### config.mk
export PLATFORM = sky130hd
export DESIGN_NAME = conv_encoder_framed
export DESIGN_NICKNAME = d
export VERILOG_FILES = /design/src/rtl/conv_encoder_framed.sv
export SDC_FILE = /design/constraint.sdc
export NUM_CORES = 1
export LEC_CHECK = 0
export ABC_AREA = 1
export CAP_MARGIN = 20
export CORE_ASPECT_RATIO = 1.4
export CORE_MARGIN = 2
export CORE_UTILIZATION = 55
export DETAILED_ROUTE_END_ITERATION = 8
export GPL_ROUTABILITY_DRIVEN = 0
export HOLD_SLACK_MARGIN = 0.15
export PLACE_DENSITY = 0.78
export SKIP_LAST_GASP = 1
export SYNTH_ARGS = -nofsm -noshare
export SYNTH_HDL_FRONTEND = slang
export SYNTH_SLANG_ARGS = --single-unit
export TNS_END_PERCENT = 50
### constraint.sdc
create_clock -name clk -period 3.15 [get_ports clk]
set_input_delay 0.63 -clock clk [delete_from_list [all_inputs] [get_ports clk]]
set_output_delay 0.63 -clock clk [all_outputs]
set_load 0.05 [all_outputs]
### src/rtl/conv_encoder_framed.sv
// Rate-1/2 convolutional encoder with an input FIFO and optional zero-tail frame termination.
// Tail insertion is built only when CONV_ENC_TAIL_EN is defined.
module conv_encoder_framed #(
  parameter int             K          = 3,
  parameter logic [K-1:0]   G0         = 3'b111,
  parameter logic [K-1:0]   G1         = 3'b101,
  parameter int             FIFO_DEPTH = 8
) (
  input  logic       clk,
  input  logic       rst,
  input  logic       enable_i,
  input  logic       d_in,
  input  logic       last_i,
  output logic       ready_o,
  output logic       valid_o,
  output logic [1:0] d_out,
  output logic       last_o
);

  localparam int AW = $clog2(FIFO_DEPTH);
  localparam int CW = AW + 1;

  logic [1:0]    r_mem [FIFO_DEPTH];
  logic [AW-1:0] r_wr;
  logic [AW-1:0] r_rd;
  logic [CW-1:0] r_count;
  logic          r_full;
  logic          r_empty;

  logic [K-2:0]  r_sr;
  logic          r_valid;
  logic [1:0]    r_dout;
  logic          r_last;

  logic          w_push;
  logic          w_pop;
  logic          w_enc_slot;
  logic [CW-1:0] w_count_next;
  logic [1:0]    w_head;
  logic          w_b;
  logic [K-1:0]  w_v;
  logic [1:0]    w_sym;
  logic [K-2:0]  w_sr_next;

`ifdef CONV_ENC_TAIL_EN
  localparam int TW = $clog2(K);
  typedef enum logic {ENC, TAIL} state_t;
  state_t        r_state;
  logic [TW-1:0] r_tail_cnt;
  assign w_enc_slot = (r_state == ENC);
`else
  assign w_enc_slot = 1'b1;
`endif

  assign ready_o      = ~r_full;
  assign w_push       = enable_i & ~r_full;
  assign w_pop        = ~r_empty & w_enc_slot;
  assign w_count_next = r_count + CW'(w_push) - CW'(w_pop);
  assign w_head       = r_mem[r_rd];

  // Tail cycles feed zeros; the streaming reverse puts sr[0] right after b.
  assign w_b       = w_enc_slot ? w_head[1] : 1'b0;
  assign w_v       = {w_b, {<<{r_sr}}};
  assign w_sym     = {^(G0 & w_v), ^(G1 & w_v)};
  assign w_sr_next = {r_sr[K-3:0], w_b};

  always_ff @(posedge clk) begin
    if (w_push) r_mem[r_wr] <= {d_in, last_i};
  end

  always_ff @(posedge clk or posedge rst) begin
    if (rst) begin
      r_wr    <= '0;
      r_rd    <= '0;
      r_count <= '0;
      r_full  <= 1'b0;
      r_empty <= 1'b1;
    end else begin
      if (w_push) r_wr <= r_wr + AW'(1);
      if (w_pop)  r_rd <= r_rd + AW'(1);
      r_count <= w_count_next;
      r_full  <= (w_count_next == CW'(FIFO_DEPTH));
      r_empty <= (w_count_next == '0);
    end
  end

  always_ff @(posedge clk or posedge rst) begin
    if (rst) begin
      r_sr    <= '0;
      r_valid <= 1'b0;
      r_dout  <= '0;
      r_last  <= 1'b0;
`ifdef CONV_ENC_TAIL_EN
      r_state    <= ENC;
      r_tail_cnt <= '0;
`endif
    end else begin
`ifdef CONV_ENC_TAIL_EN
      case (r_state)
        ENC: begin
          r_last <= 1'b0;
          if (w_pop) begin
            r_valid <= 1'b1;
            r_dout  <= w_sym;
            r_sr    <= w_sr_next;
            if (w_head[0]) begin
              r_state    <= TAIL;
              r_tail_cnt <= TW'(K - 1);
            end
          end else begin
            r_valid <= 1'b0;
          end
        end
        TAIL: begin
          r_valid    <= 1'b1;
          r_dout     <= w_sym;
          r_sr       <= w_sr_next;
          r_tail_cnt <= r_tail_cnt - TW'(1);
          r_last     <= (r_tail_cnt == TW'(1));
          if (r_tail_cnt == TW'(1)) r_state <= ENC;
        end
        default: r_state <= ENC;
      endcase
`else
      if (w_pop) begin
        r_valid <= 1'b1;
        r_dout  <= w_sym;
        r_sr    <= w_sr_next;
        r_last  <= w_head[0];
      end else begin
        r_valid <= 1'b0;
        r_last  <= 1'b0;
      end
`endif
    end
  end

  assign valid_o = r_valid;
  assign d_out   = r_dout;
  assign last_o  = r_last;

endmodule

======== Yosys cells after proc, flatten, opt, wreduce, memory -nomap -nowiden ========
Memories as Yosys holds them, arrays and structs flattened.
Cells that the tools add are included.
operators by class
  add/subtract/negate cells ............... 4
  reductions and logical operators ........ 3
  equality and inequality tests ........... 1
  bitwise operators ....................... 3
  multiplexer cells ....................... 4
operators with widths
  kind                                                            number
  3-bit by 1-bit adder with 3-bit output (second input constant)  2
  3-bit XOR reduction                                             2
  4-bit by 1-bit adder with 4-bit output                          1
  4-bit equality test (second input constant)                     1
  4-bit logical NOT                                               1
  1-bit 2-to-1 mux                                                4
  4-bit by 1-bit subtractor with 4-bit output                     1
  1-bit NOT                                                       2
  1-bit bitwise AND                                               1
storage, ports and cells
  word-level logic and storage cells ...... 25
  output and inout bits ................... 5
  RAM bits ................................ 16
  memories ................................ 1
  bits of input ports ..................... 5
  register bits after elaboration ......... 18
memories
  memory  depth  bits a word  read ports  clocked after memory_dff  wr ports  line  source
  r_mem   8      2            1           0                         1         23    logic [1:0] r_mem [FIFO_DEPTH];

======== Longest topological paths before layout ========
Gate-level depths: netlist of the first run.
  depth in word-level cells ............... 5
  mapped depth ............................ 9
  mapped depth without buffers ............ 9

======== Worst setup path before layout of the first run ========
Ideal clock, no wire load.
  kind .................................... reg2reg
  start point ............................. register r_full
  end point ............................... register r_full
  setup slack ............................. 793 ps
  setup time .............................. 73 ps
  buffers on the path ..................... 0
  stages on the path, launching flop included .. 10
  data arrival time ....................... 2,284 ps
  data required time ...................... 3,077 ps
  clock period less this slack ............ 2,357 ps
  cell sequence ........................... dfrtp_1 -> inv_1 -> nand2_1 -> ha_1 -> inv_1 -> ha_1 -> fa_1 -> xor2_1 -> or3_1 -> nor2b_1
on the way
  longest elaborated chain between the ends .. 5
ends and longest elaborated chain
  what                                         line  source
  start, declared                              27    logic r_full;
  start signal, assigned                       82    r_full <= (w_count_next == CW'(FIFO_DEPTH));
  1-bit NOT                                    n/a
  via ready_o                                  14    output logic ready_o,
  1-bit bitwise AND                            56    assign w_push = enable_i & ~r_full;
  4-bit by 1-bit adder with 4-bit output       58    assign w_count_next = r_count + CW'(w_push) - CW'(w_pop);
  4-bit by 1-bit subtractor with 4-bit output  58
  via w_count_next[2]                          38    logic [CW-1:0] w_count_next;
  4-bit equality test                          82
The timed path passes the listed nets, and every way through them passes these cells.
A chain may end at the register's enable or synchronous reset.

======== Worst setup path after layout of the first run ========
  start point ............................. register r_empty
  end point ............................... register r_full
on the way
  longest elaborated chain between the ends .. 3
ends and longest elaborated chain
  what                                         line  source
  start, declared                              28    logic r_empty;
  start signal, assigned                       83    r_empty <= (w_count_next == '0);
  1-bit NOT                                    57    assign w_pop = ~r_empty & w_enc_slot;
  via w_pop                                    36    logic w_pop;
  4-bit by 1-bit subtractor with 4-bit output  58
  via w_count_next[2]                          38
  4-bit equality test                          82
The timed path passes the listed nets, and every way through them passes these cells.

==> impl_metrics.env, run 1 <==
export IMPL_outcome="finished, final reports clean"
export IMPL_worst_setup_path_end_kind="flop"
export IMPL_synthDominantAreaCellType="sky130_fd_sc_hd__edfxtp_1"
export IMPL_number_of_antenna_violations_at_the_first_check_in_global_routing=0
export IMPL_drtAntennaViolNets=0
export IMPL_number_of_primary_i_o_pins=10
export IMPL_yosys_top_cells_count="sky130_fd_sc_hd__nand2_1 (28), sky130_fd_sc_hd__inv_1 (21), sky130_fd_sc_hd__dfrtp_1 (17), sky130_fd_sc_hd__nor2_1 (17), sky130_fd_sc_hd__edfxtp_1 (16)"
export IMPL_syn_area_um2=1530
export IMPL_wl_met2_mm=1.30
export IMPL_tritoncts_clock_tree="yes"
export IMPL_viasPerCell=5.04
export IMPL_fin_nets=171
export IMPL_p_leak_nw=0.768
export IMPL_rsz0062_at_grt="no"
export IMPL_timing_hold_violations_final=0
export IMPL_die_area_um2=3220
export IMPL_vias_in_the_first_global_route=1009
export IMPL_clock_sink_count=34
export IMPL_cts_made_buffers=5
export IMPL_ys_seq_elements=34
export IMPL_grt_max_degree=19
export IMPL_starting_density_of_the_core_pct=57.8
export IMPL_met1_length_mm=1.00
export IMPL_insertedDiodeCount=0
export IMPL_max_slew_margin_pct=54.5
export IMPL_top_signal_layer_used="met4"
export IMPL_initialDrtViolationCount=29
export IMPL_final_max_slew_viol_count=0
export IMPL_fp_dieH_um=66.3
export IMPL_post_route_cells_drive_above_1_share_pct=8.75
export IMPL_power_switching_mw=0.671
export IMPL_tightest_slew_ns=0.682
export IMPL_cts_repair_timing_setup_buffer_count=0
export IMPL_cts_resized=0
export IMPL_synth_edff_count=16
export IMPL_yosysUniqueCellTypes=25
export IMPL_cp_max_fo=10
export IMPL_finalWirelength_mm=2.44
export IMPL_cts_clk_slew_worst_paths_ns=0.10
export IMPL_rows=22
export IMPL_drt_drc_violations_left=0
export IMPL_finalSetupViolations=0
export IMPL_fp_coreArea_um2=2640
export IMPL_worstSetupStartpointType="flop"
export IMPL_firstDrtPassIters=4
export IMPL_met3_length_um=82
export IMPL_synth_area_per_cell_um2=10.5
export IMPL_critPathMaxStageDelay_ns=0.61
export IMPL_arrival_ns=2.82
export IMPL_grt_first_pass_wirelength_mm=4.28
export IMPL_globalRouteTotalUtil_pct=17.9
export IMPL_power_frac_comb_pct=41.5
export IMPL_cts_hold_buffers_added=0
export IMPL_post_synth_inst_count=145
export IMPL_route_vias_total=987
export IMPL_worst_path_max_delay_cell="sky130_fd_sc_hd__dfstp_2"
export IMPL_ctsHtreeMaxLevel=2
export IMPL_yosysWarningCount=0
export IMPL_total_nets_after_synthesis=157
export IMPL_min_delay_path_class="flop to flop"
export IMPL_post_drt_wl_per_cell_um=12.5
export IMPL_insertion_delay_of_the_later_clocked_pin_in_the_worst_skew_pair_ns=0.33
export IMPL_synth_top_cell_area_share_pct=31.5
export IMPL_timing_critical_path_cells="clkinv_1 > ha_1 > inv_1 > ha_1 > fa_1 > xor2_1 > or3_1 > nor2b_1"
export IMPL_die_x_um=48.5
export IMPL_power_sequential_fraction_pct=43.4
export IMPL_placement_io_buffers=9
export IMPL_critical_path_required_ns=3.42
export IMPL_switching_share_pct=40.7
export IMPL_maxCapViolations=0
export IMPL_postSynth_asyncResetShare_pct=52.9
export IMPL_yosys_most_used_dff="sky130_fd_sc_hd__dfrtp_1"
export IMPL_clock_tree_root_cell="sky130_fd_sc_hd__clkbuf_4"
export IMPL_critical_path_class="flop to flop"
export IMPL_p_clk_share_pct=15.1
export IMPL_p_per_area_nw_per_um2=970
export IMPL_max_clock_freq_ghz=0.393
export IMPL_area_delta_synth_final_pct=11.6
export IMPL_final_core_util_pct=64.4
export IMPL_dp_final_hpwl_mm=1.84
export IMPL_power_internal_mw=0.980
export IMPL_finalCriticalPeriod_ns=2.55
export IMPL_yosysMostFrequentCell="sky130_fd_sc_hd__nand2_1"
export IMPL_critical_path_top_cell_by_count="sky130_fd_sc_hd__ha_1"
export IMPL_synth_area_top_cells="sky130_fd_sc_hd__edfxtp_1 (31%), sky130_fd_sc_hd__dfrtp_1 (28%), sky130_fd_sc_hd__nand2_1 (6.9%), sky130_fd_sc_hd__inv_1 (5.2%), sky130_fd_sc_hd__ha_1 (4.9%)"
export IMPL_setup_total_negative_slack_ns=0
export IMPL_synth_seq_area_share_pct=61.1
export IMPL_grt_overflow_total=0
export IMPL_fin_skew_ns=0.0101
export IMPL_ir_drop_mv=0.625
export IMPL_clock_path_buffers=2
export IMPL_layout_worst_path_cycle_share_pct=80.9
## registers in the layout (all words and copies together), names as in the netlist, 2 cells and up
register,count
r_rd,3
r_count,4
r_sr,2
r_wr,3
r_mem,16
d_out,2
## per-stage QoR
step | power [mW] | instances | worst slack [ns] | area, um^2 | hold WS (ns)
after floorplan | 1.25 | 145 | 0.793 | 1530 | 0.471
after detailed placement | 1.42 | 188 | 0.356 | 1640 | 0.478
after global routing | 1.80 | 196 | 0.445 | 1700 | 0.537
after global placement | 1.37 | 188 | 0.447 | 1640 | 0.469
after CTS | 1.67 | 196 | 0.604 | 1700 | 0.503
final | 1.65 | 196 | 0.602 | 1700 | 0.498
## cell usage in the layout, fill, tap and decap left out, drive strengths merged
master / n
nand3: 12
or2: 1
nand2: 29
edfxtp: 16
nor2: 17
ha: 6
dfrtp: 17
clkinv: 2
xor2: 5
a21oi: 1
xnor2: 2
clkbuf: 7
inv: 22
clkdlybuf4s50: 9
o21ai: 8
dfstp: 1
or3: 1
o22ai: 1
o211ai: 1
nor2b: 1
fa: 1
## worst paths after layout
path	to	slack, ns	start	cells past startpoint
worst max register to register	r_full	0.60	r_empty	8
worst max-delay path	r_full	0.60	r_empty	8
min in group asynchronous	r_wr[0]	0.69	rst	2
max in group asynchronous	r_wr[2]	2.02	rst	2
worst min register to register	d_out[0]	0.50	d_out[0]	2
worst min-delay path	d_out[0]	0.50	d_out[0]	2
## layout make-up
type	instances	area, um^2
Fill cell	232	940
Sequential cell	34	932
Multi-Input combinational cell	86	484
Inverter	23	91.3
Timing Repair Buffer	9	90.1
Clock buffer	7	55.1
Tap cell	36	45.0
Clock inverter	1	5.00
## power groups by stage
| stage | Sequential, mW | Clock (mW) | Combinational, mW |
|---|---|---|---|
| after floorplan | 0.757 | 0 | 0.496 |
| after global routing | 0.735 | 0.279 | 0.788 |
| after global placement | 0.721 | 0 | 0.653 |
| after detailed placement | 0.727 | 0 | 0.690 |
| after CTS | 0.718 | 0.257 | 0.695 |
| final | 0.717 | 0.250 | 0.684 |
## critical path, delay by kind of cell (launching register included)
kind	cells	cell delay, ns
xor+xnor	1	0.16
fa+ha+maj	3	0.96
buf+inv	2	0.32
flops	1	0.61
simple gates	2	0.44
## per-layer routing
layer  vias up  track usage (%)
li1        490                -
met1       476             19.5
met2        14             32.5
met3         7             5.43
met4         0             7.50
met5         -                0
## cells by family after synthesis
family / share of synthesized area, %
compound gates: 3.85
xor+xnor: 4.02
fa+ha+maj: 6.23
buf+inv: 7.21
flops: 61.1
simple gates: 17.6
(Power assumes the default switching activity.)
==> inputs of run 2 (changes only) <==
--- a/config.mk
+++ b/config.mk
@@ -9,11 +9,11 @@
 export CAP_MARGIN = 20
 export CORE_ASPECT_RATIO = 1.4
 export CORE_MARGIN = 2
-export CORE_UTILIZATION = 55
+export CORE_UTILIZATION = 51
 export DETAILED_ROUTE_END_ITERATION = 8
 export GPL_ROUTABILITY_DRIVEN = 0
 export HOLD_SLACK_MARGIN = 0.15
-export PLACE_DENSITY = 0.78
+export PLACE_DENSITY = 0.76
 export SKIP_LAST_GASP = 1
 export SYNTH_ARGS = -nofsm -noshare
 export SYNTH_HDL_FRONTEND = slang
==> constraint.sdc (replaced) <==
create_clock -name clk -period 2.3 [get_ports clk]
set_input_delay 0.46 -clock clk [delete_from_list [all_inputs] [get_ports clk]]
set_output_delay 0.46 -clock clk [all_outputs]
set_load 0.05 [all_outputs]
==> impl_metrics.env, run 2 (synthesis results as in run 1) <==
export IMPL_grt_max_degree=19
export IMPL_route_vias_total=993
export IMPL_insertion_delay_of_the_later_clocked_pin_in_the_worst_skew_pair_ns=0.29
export IMPL_clock_tree_root_cell="sky130_fd_sc_hd__clkbuf_8"
export IMPL_drtAntennaViolNets=0
export IMPL_initialDrtViolationCount=25
export IMPL_drt_drc_violations_left=0
export IMPL_finalWirelength_mm=2.61
export IMPL_starting_density_of_the_core_pct=53.6
export IMPL_timing_critical_path_cells="clkinv_2 > ha_4 > inv_1 > ha_4 > fa_2 > xor2_1 > or3_4 > nor2b_1"
export IMPL_pre_cts_ws_ns=-0.296
export IMPL_layout_worst_path_cycle_share_pct=95.9
export IMPL_globalRouteTotalUtil_pct=17.0
export IMPL_number_of_flip_flops_in_the_largest_register=16
export IMPL_finalCriticalPeriod_ns=2.21
export IMPL_fin_skew_ns=0.00219
export IMPL_fp_coreArea_um2=2850
export IMPL_arrival_ns=2.42
export IMPL_final_core_util_pct=64.1
export IMPL_fin_nets=175
export IMPL_ctsHtreeMaxLevel=2
export IMPL_die_area_um2=3450
export IMPL_critPathMaxStageDelay_ns=0.54
export IMPL_p_leak_nw=0.811
export IMPL_viasPerCell=4.94
export IMPL_maxCapViolations=0
export IMPL_die_x_um=50.2
export IMPL_grt_first_pass_wirelength_mm=4.10
export IMPL_post_route_cells_drive_above_1_share_pct=15.9
export IMPL_insertedDiodeCount=0
export IMPL_finalSetupViolations=0
export IMPL_worstSetupStartpointType="flop"
export IMPL_worst_setup_path_end_kind="flop"
export IMPL_max_clock_freq_ghz=0.454
export IMPL_cts_clk_slew_worst_paths_ns=0.07
export IMPL_clock_path_buffers=2
export IMPL_mostFrequentLayoutCells="sky130_fd_sc_hd__nand2_1 (27), sky130_fd_sc_hd__inv_1 (20), sky130_fd_sc_hd__nor2_1 (17), sky130_fd_sc_hd__dfrtp_1 (17), sky130_fd_sc_hd__edfxtp_1 (16)"
export IMPL_min_delay_path_class="flop to flop"
export IMPL_rows=23
export IMPL_tritoncts_clock_tree="yes"
export IMPL_critical_path_top_cell_by_count="sky130_fd_sc_hd__ha_4"
export IMPL_post_drt_wl_per_cell_um=13.0
export IMPL_placement_io_buffers=9
export IMPL_cp_max_fo=2
export IMPL_cts_made_buffers=5
export IMPL_ir_drop_mv=0.785
export IMPL_fin_area_um2=1830
export IMPL_tightest_slew_ns=0.687
export IMPL_dp_final_hpwl_mm=1.72
export IMPL_post_dp_cell_area_um2=1670
export IMPL_number_of_antenna_violations_at_the_first_check_in_global_routing=0
export IMPL_max_slew_margin_pct=54.2
export IMPL_timing_hold_violations_final=0
export IMPL_critical_path_class="flop to flop"
export IMPL_outcome="finished, final reports clean"
export IMPL_area_delta_synth_final_pct=19.6
export IMPL_final_max_slew_viol_count=0
export IMPL_postLayoutSetupSlackWorst_ns=0.0950
export IMPL_layout_top_registers="r_mem x16, r_count x4"
export IMPL_setup_total_negative_slack_ns=0
export IMPL_firstDrtPassIters=4
export IMPL_vias_in_the_first_global_route=992
export IMPL_top_register="r_mem"
export IMPL_grt_overflow_total=0
export IMPL_critical_path_required_ns=2.52
export IMPL_p_per_area_nw_per_um2=1370
export IMPL_rsz0062_at_grt="no"
export IMPL_fp_dieH_um=68.7
export IMPL_most_common_cell_after_layout_fill_and_taps_aside="sky130_fd_sc_hd__nand2_1"
export IMPL_cts_hold_buffers_added=0
export IMPL_clock_sink_count=34
export IMPL_number_of_primary_i_o_pins=10
export IMPL_worst_path_max_delay_cell="sky130_fd_sc_hd__dfstp_2"
## run 2: cell count changes in the layout (fill, tap and decap cells not counted), moves of 2 or more
cell	delta
sky130_fd_sc_hd__ha_4	+2
sky130_fd_sc_hd__ha_1	-2
sky130_fd_sc_hd__clkbuf_4	-5
sky130_fd_sc_hd__clkinvlp_4	+3
sky130_fd_sc_hd__clkbuf_8	+4
sky130_fd_sc_hd__buf_4	+4
## run 2: path summary, 6_finish.rpt
kind	from	end	slack, ns	cells past startpoint
worst min register to register	d_out[1]	d_out[1]	0.49	2
worst max register to register	r_empty	r_full	0.09	8
min in group asynchronous	rst	valid_o	0.58	2
worst min-delay path	d_out[1]	d_out[1]	0.49	2
worst max-delay path	r_empty	r_full	0.09	8
max in group asynchronous	rst	r_wr[1]	1.28	2
## run 2: timing repair
action | in CTS | in global routing
buffers inserted | 0 | 1
endpoints found under the hold margin | 0 | 0
endpoints found under the setup margin | 0 | 2
gates resized for setup | 0 | 7
## run 2: layout make-up
| type | instances | area [um^2] |
|---|---|---|
| multi-input combinational | 86 | 519 |
| sequential | 34 | 932 |
| clock inverter | 2 | 15.0 |
| timing repair buffer | 13 | 123 |
| tap | 37 | 46.3 |
| inverter | 23 | 96.3 |
| fill | 227 | 1020 |
| clock buffer | 6 | 93.8 |
## run 2: stage by stage
step           power, mW  cells  hold WS, ns
6_report            2.50    201        0.492
3_5_place_dp        1.94    192        0.478
3_3_place_gp        1.89    192        0.466
2_1_floorplan       1.72    145        0.398
5_1_grt             2.69    201        0.530
4_1_cts             2.45    200        0.496
## run 2: critical path, delay by kind of cell, from the launching register on
kind	cells	cell delay [ns]
XOR/XNOR	1	0.16
buffers and inverters	2	0.13
adder cells (fa/ha/maj)	3	0.80
flip-flops	1	0.54
AND/OR/NAND/NOR	2	0.51
## run 2: where the power goes
part	internal [mW]	leakage, nW	switching, mW
Combinational	0.413	0.409	0.598
Sequential	0.830	0.354	0.154
Clock	0.278	0.0486	0.231
Total	1.52	0.811	0.983
## run 2: routing by layer
layer / global-route usage, % / up-vias / part of all wire [%]
met3: 5.82 / 6 / 3.1
li1: - / 495 / -
met1: 15.4 / 476 / 37
met2: 31.1 / 16 / 57
met4: 12.5 / 0 / 2.9
met5: 0 / - / 0
==> inputs of run 3 (changes only) <==
--- a/config.mk
+++ b/config.mk
@@ -13,7 +13,7 @@
 export DETAILED_ROUTE_END_ITERATION = 8
 export GPL_ROUTABILITY_DRIVEN = 0
 export HOLD_SLACK_MARGIN = 0.15
-export PLACE_DENSITY = 0.76
+export PLACE_DENSITY = 0.73
 export SKIP_LAST_GASP = 1
 export SYNTH_ARGS = -nofsm -noshare
 export SYNTH_HDL_FRONTEND = slang
==> impl_metrics.env, run 3 (synthesis results as in run 1) <==
export IMPL_finalCriticalPeriod_ns=2.17
export IMPL_critical_path_required_ns=2.51
export IMPL_maxCapViolations=0
export IMPL_number_of_primary_i_o_pins=10
export IMPL_power_sequential_fraction_pct=37.3
export IMPL_fp_dieH_um=68.7
export IMPL_power_switching_mw=0.943
export IMPL_postLayoutSetupSlackWorst_ns=0.128
export IMPL_pre_cts_ws_ns=-0.275
export IMPL_post_route_cells_drive_above_1_share_pct=15.2
export IMPL_p_clk_share_pct=24.0
export IMPL_fp_coreArea_um2=2850
export IMPL_top_signal_layer_used="met4"
export IMPL_die_x_um=50.2
export IMPL_layout_worst_path_cycle_share_pct=94.4
export IMPL_fin_nets=175
export IMPL_insertedDiodeCount=0
export IMPL_grt_max_degree=19
export IMPL_top_register="r_mem"
export IMPL_globalRouteTotalUtil_pct=15.7
export IMPL_final_max_slew_viol_count=0
export IMPL_worst_setup_path_end_kind="flop"
export IMPL_area_delta_synth_final_pct=21.2
export IMPL_finalWirelength_mm=2.26
export IMPL_clock_tree_root_cell="sky130_fd_sc_hd__clkbuf_8"
export IMPL_layout_cells_non_filler=201
export IMPL_holdWs_ns=0.494
export IMPL_power_internal_mw=1.69
export IMPL_hold_path_startpoint="d_out[1]"
export IMPL_report_power_total_mw=2.63
export IMPL_hold_depth=2
export IMPL_grt_overflow_total=0
export IMPL_met1_length_um=894
export IMPL_regToRegSetupSlack_ns=0.13
export IMPL_post_drt_wl_per_cell_um=11.2
export IMPL_fin_area_um2=1850
export IMPL_most_common_cell_after_layout_fill_and_taps_aside="sky130_fd_sc_hd__nand2_1"
export IMPL_die_area_um2=3450
export IMPL_finalSetupViolations=0
export IMPL_rsz0062_at_grt="no"
export IMPL_timing_hold_violations_final=0
export IMPL_critical_path_class="flop to flop"
export IMPL_insertion_delay_of_the_later_clocked_pin_in_the_worst_skew_pair_ns=0.28
export IMPL_ctsHtreeMaxLevel=2
export IMPL_dp_final_hpwl_mm=1.70
export IMPL_drtAntennaViolNets=0
export IMPL_arrival_ns=2.38
export IMPL_placed_cells_incl_taps=192
export IMPL_clock_sink_count=34
export IMPL_wl_met2_mm=1.29
export IMPL_tritoncts_clock_tree="yes"
export IMPL_post_dp_cell_area_um2=1670
export IMPL_cts_clk_slew_worst_paths_ns=0.07
export IMPL_layout_top_registers="r_mem x16, r_count x4"
export IMPL_worstReg2RegEnd="r_full"
export IMPL_number_of_cell_instances_on_the_worst_register_to_register_path=8
export IMPL_number_of_antenna_violations_at_the_first_check_in_global_routing=0
export IMPL_clock_path_buffers=2
export IMPL_met3_length_um=55
export IMPL_max_slew_margin_pct=54.3
export IMPL_ir_drop_mv=0.980
export IMPL_vias_in_the_first_global_route=966
export IMPL_starting_density_of_the_core_pct=53.6
export IMPL_cts_hold_buffers_added=0
export IMPL_viasPerCell=4.87
export IMPL_cp_max_fo=2
export IMPL_setup_total_negative_slack_ns=0
export IMPL_cts_made_buffers=5
export IMPL_rows=23
export IMPL_number_of_flip_flops_in_the_largest_register=16
export IMPL_switching_share_pct=35.8
export IMPL_worstSetupStartpointType="flop"
export IMPL_nFillCells=204
export IMPL_outcome="finished, final reports clean"
export IMPL_placement_io_buffers=9
export IMPL_route_vias_total=979
export IMPL_timing_hold_worst_endpoint="d_out[1]"
export IMPL_p_leak_nw=0.828
export IMPL_tightest_slew_ns=0.684
export IMPL_mostFrequentLayoutCells="sky130_fd_sc_hd__nand2_1 (28), sky130_fd_sc_hd__inv_1 (19), sky130_fd_sc_hd__nor2_1 (17), sky130_fd_sc_hd__dfrtp_1 (17), sky130_fd_sc_hd__edfxtp_1 (16)"
export IMPL_regToRegStartpoint="r_empty"
export IMPL_final_core_util_pct=65.0
export IMPL_min_delay_path_class="flop to flop"
export IMPL_fin_skew_ns=0.00692
export IMPL_firstDrtPassIters=4
export IMPL_max_clock_freq_ghz=0.460
export IMPL_initialDrtViolationCount=25
export IMPL_p_per_area_nw_per_um2=1420
export IMPL_drt_drc_violations_left=0
export IMPL_power_frac_comb_pct=38.7
export IMPL_grt_first_pass_wirelength_mm=3.97
run 3: critical path, stage by stage (launching register included):
cell                      delay (ns)
sky130_fd_sc_hd__dfstp_2        0.56
sky130_fd_sc_hd__inv_4          0.04
sky130_fd_sc_hd__ha_4           0.25
sky130_fd_sc_hd__inv_2          0.04
sky130_fd_sc_hd__ha_4           0.16
sky130_fd_sc_hd__fa_2           0.37
sky130_fd_sc_hd__xor2_2         0.18
sky130_fd_sc_hd__or3_1          0.39
sky130_fd_sc_hd__nor2b_1        0.12
run 3: repair_timing:
item,CTS,global route
setup endpoints to repair,0,2
resized for setup,0,8
setup buffers,0,1
run 3: routing by layer:
metal	up-vias	track usage, %
met5	-	0
met2	14	29.6
met3	2	3.88
met4	0	7.29
li1	498	-
met1	465	16.2
run 3: cell type report:
type	count	area, um^2	share of cell area, %
Sequential cell	34	932	50.4
Multi-Input combinational cell	86	519	28.1
Timing Repair Buffer	13	123	6.63
Inverter	23	97.6	5.27
Clock buffer	5	68.8	3.72
Clock inverter	3	63.8	3.45
Tap cell	37	46.3	2.50
run 3: how the worst max path moves through the flow:
stage	start	to	slack, ns
after floorplan	r_empty	r_full	0.06
after global routing	r_empty	r_full	0.04
after global placement	enable_i	r_full	-0.20
final	r_empty	r_full	0.13
after detailed placement	enable_i	r_full	-0.27
after CTS	enable_i	r_full	0.02
run 3: power groups by stage:
stage | combinational, mW | sequential, mW | clock, mW
2_1_floorplan | 0.681 | 1.04 | 0
3_3_place_gp | 0.911 | 0.987 | 0
3_5_place_dp | 0.947 | 0.991 | 0
4_1_cts | 0.951 | 0.981 | 0.650
5_1_grt | 1.18 | 1.01 | 0.668
6_report | 1.02 | 0.983 | 0.633
